[config.mk]
export PLATFORM = sky130hd
export DESIGN_NAME = tcounter_mod
export DESIGN_NICKNAME = d
export VERILOG_FILES = /design/src/rtl/tcounter_mod.sv
export SDC_FILE = /design/constraint.sdc
export NUM_CORES = 1
export LEC_CHECK = 0
export ABC_AREA = 1
export CAP_MARGIN = 20
export CORE_AREA = 2 2 39 41
export DETAILED_ROUTE_END_ITERATION = 16
export DIE_AREA = 0 0 41 43
export GPL_TIMING_DRIVEN = 1
export SLEW_MARGIN = 5
export SYNTH_ARGS = -nofsm -noshare
export SYNTH_HDL_FRONTEND = slang
export SYNTH_SLANG_ARGS = --single-unit
[constraint.sdc]
create_clock -name CLK -period 1.06 [get_ports CLK]
set_input_delay 0.212 -clock CLK [delete_from_list [all_inputs] [get_ports CLK]]
set_output_delay 0.212 -clock CLK [all_outputs]
set_load 0.02 [all_outputs]
[src/rtl/tcounter_mod.sv]
// tcounter_mod: WIDTH-bit modulo-MOD up/down counter with parallel load, cascade carry (TC) and sticky OVF.
// Define TCOUNTER_SAT_EN to saturate at 0 / MOD-1 instead of wrapping; ports are identical in both builds.
module tcounter_mod #(
  parameter int WIDTH = 4,
  parameter int MOD   = 10
) (
  input  logic             CLK,
  input  logic             RST,
  input  logic             EN,
  input  logic             UP,
  input  logic             LD,
  input  logic [WIDTH-1:0] D,
  input  logic             CLR_OVF,
  output logic [WIDTH-1:0] Q,
  output logic             TC,
  output logic             OVF
);
  localparam logic [WIDTH-1:0] TOP   = WIDTH'(MOD - 1);
  localparam logic [31:0]      MOD_U = 32'(MOD);

`ifdef TCOUNTER_SAT_EN
  localparam logic [WIDTH-1:0] PAST_TOP = TOP;
  localparam logic [WIDTH-1:0] PAST_BOT = '0;
`else
  localparam logic [WIDTH-1:0] PAST_TOP = '0;
  localparam logic [WIDTH-1:0] PAST_BOT = TOP;
`endif

  logic [WIDTH-1:0] count_q, count_d;
  logic             ovf_q, ovf_d;
  logic             at_top, at_bot, step, d_in_range;

  assign at_top = (count_q == TOP);
  assign at_bot = (count_q == '0);
  assign step   = EN & ~LD;
  assign TC     = step & ((UP & at_top) | (~UP & at_bot));

  // D is zero-extended so the range check also holds when MOD = 2**WIDTH
  assign d_in_range = ({{(32-WIDTH){1'b0}}, D} < MOD_U);

  always_comb begin
    count_d = count_q;
    ovf_d   = ovf_q;
    if (LD) begin
      count_d = d_in_range ? D : '0;
    end else if (EN) begin
      if (UP) begin
        count_d = at_top ? PAST_TOP : count_q + WIDTH'(1);
      end else begin
        count_d = at_bot ? PAST_BOT : count_q - WIDTH'(1);
      end
    end
    // TC marks exactly the edges that step past a bound, so it doubles as the OVF set term
    if (TC) begin
      ovf_d = 1'b1;
    end else if (CLR_OVF) begin
      ovf_d = 1'b0;
    end
  end

  always_ff @(posedge CLK or negedge RST) begin
    if (!RST) begin
      count_q <= '0;
      ovf_q   <= 1'b0;
    end else begin
      count_q <= count_d;
      ovf_q   <= ovf_d;
    end
  end

  assign Q   = count_q;
  assign OVF = ovf_q;
endmodule

==> impl_metrics.tcl <==
set metrics [dict create \
    status "complete, but fails checks" \
    violations "setup timing" \
    antenna_found_initial 0 \
    setup_viol 8 \
    core_sq_mm 0.001384 \
    area_delta_synth_final_pct 93.20 \
    synth-edff-count 0 \
    first_pass_iters 4 \
    synth-seq-area-share_pct 28.33 \
    fin_cells 125 \
    place_ws_ns -0.8892 \
    path_class "flip-flop to primary output" \
    via_count 581 \
    cts_buffers 3 \
    cp_top_family "flip-flops" \
    syn_inst 68 \
    grt_max_degree 8 \
    synth.most_common_cell "nand2_1" \
    chipHeight_um 43 \
    worst_path_max_delay_cell "dfrtp_2" \
    slowest_delay_ns 0.42 \
    vias_per_cell 4.648 \
    final_area_sq_um 853.3 \
    fin_util_pct 61.66 \
    yosys_register_bits 5 \
    layout-drive-gt1-share_pct 50.46 \
    place.port_buffers 15 \
    chipWidth_um 41 \
    grt_usage_pct 16.87 \
    drt_wl_total_mm 1.352 \
    ant_nets 0 \
    dr.max_layer_used "met3" \
    gp_congestion 0.7323 \
    setup_tns_ns -1.683 \
    min_path_type "input port to async pin" \
    yosysTopAreaCell "dfrtp_1" \
    fill_cells 122 \
    met1_length_um 563 \
    clock_latency_ns 0.23 \
    ys_top_cells_by_area "dfrtp_1 (28%), nand2_1 (17%), inv_1 (8.5%)" \
    slew_violations 0 \
    pwr_density_cell_mw_per_mm2 1162 \
    wl_met2_um 753 \
    fin_crit_sh_pct 143.2 \
    start_kind "flip-flop" \
    max_freq_ghz 0.6589 \
    synth_top_area_share_pct 28.33 \
    grt_pass1_vias 508 \
    path_cells "buf_6 > nor2_4 > nand3_2 > nand2_2 > nand2_2 > inv_2 > buf_6" \
    rows 14 \
    irDropWorstVdd_mv 0.5355 \
    met3WireLength_um 35 \
    grt_overflow 0 \
    path_buf_inv 3 \
    drv_cap 0 \
    drt_iter0_drc 10 \
    ios 16 \
    fin_crit_ns 1.518 \
    clock-root-buffer "clkbuf_4" \
    p_leak_nw 0.4367 \
    antenna_cells 0 \
    placed_area_sq_um 705.7 \
    clock_skew_ns 0.001496 \
    drcViolationCount 0 \
    cp.required_ns 0.85 \
    final_nets 120 \
    synth_area_sq_um 441.7 \
    dp_cells 112 \
    worst_pin_slew_ns 0.2249 \
    wl_per_cell_um 10.82 \
    cts_tree "done" \
    ys.flop_type "dfrtp_1" \
    dpl.hpwl_um 907.7 \
    hold_viol 0 \
    rsz0062_at_grt "yes" \
    clockBufferDepth 2 \
    crit_path_end_kind "primary output" \
    cts_htree_levels 1 \
    crit_fanout 4 \
    hold_ws_ns 0.1904 \
    start_util_pct 31.92 \
    grt_pass1_wl_mm 2.049 \
    fin_ws_ns -0.4578 \
    cp.arrival_ns 1.31 \
    p_total_mw 0.9919 \
    synth_fp_nets 78 \
    relSlewSlack_pct 84.85 \
    cts_num_sinks 5 \
    die_area_sq_mm 0.001763 \
    async_flop_share_pct 100.0 \
    synth_common_cells "nand2_1 (20), inv_1 (10), nor2_1 (6), dfrtp_1 (5), nand3_1 (5)" \
    cts.reportedPaths.clkPinSlew_ns 0.05 \
    ys_types 20 \
    ys_warn_count 0 \
    avgSynthCellArea_sq_um 6.495 \
]
power by group:
group	switching, mW	internal, mW
logic	0.248	0.283
clock network	0.0750	0.142
registers	0.0267	0.218
per-layer routing:
metal / track usage, % / up-vias
met5: 0 / -
met4: 6.000 / 0
met3: 1.571 / 0
met2: 28.44 / 13
met1: 20.98 / 266
li1: - / 302
worst register-to-register path, delay by kind of cell (launching register included):
family	cells	cell delay [ns]
AOI/OAI and AO/OA	1	0.05
DFF	1	0.42
and+or+nand+nor	7	0.45
buffers and inverters	3	0.34
sequential cells by signal (all words and copies together), names as in the netlist:
| register | flops |
|---|---|
| Q | 4 |
| OVF | 1 |
cells by family after synthesis:
logic type	synth area share, %
buf+inv	16.15
compound gates	15.01
simple gates	40.51
flops	28.33
final cells by class:
cell class,instances,area [sq um],area share (%)
Clock buffer,4,26.28,3.079
Multi-Input combinational cell,49,280.3,32.84
Inverter,11,41.29,4.839
Timing Repair Buffer,40,356.6,41.79
Sequential cell,5,128.9,15.10
Tap cell,16,20.02,2.346
cell usage in the layout, fill, tap and decap left out, types with 3 or more instances in the layout:
cell type,instances
nand2_1,16
buf_4,18
nor2_4,3
dfrtp_2,3
inv_1,7
buf_6,10
o21ai_1,3
nand2_2,4
inv_2,4
nand3_1,4
clkdlybuf4s50_1,9
clkbuf_4,3
nor2_2,4
path summary, 6_finish.rpt:
check / startpoint / end / slack [ns] / cells after the start
min in group CLK: CLR_OVF / OVF / 0.53 / 2
worst min register to register: OVF / OVF / 0.60 / 3
worst max register to register: Q[1] / Q[3] / -0.31 / 11
max in group asynchronous: RST / Q[2] / 0.67 / 1
worst max-delay path: Q[1] / TC / -0.46 / 7
worst min-delay path: RST / OVF / 0.19 / 1
repair_timing:
item                                    CTS  global route
hold buffers                              0             0
buffers inserted                          4             6
resized for setup                        33            15
pin swaps                                 5            11
endpoints found under the setup margin    9            10
Power figures use the tool's default switching activity.
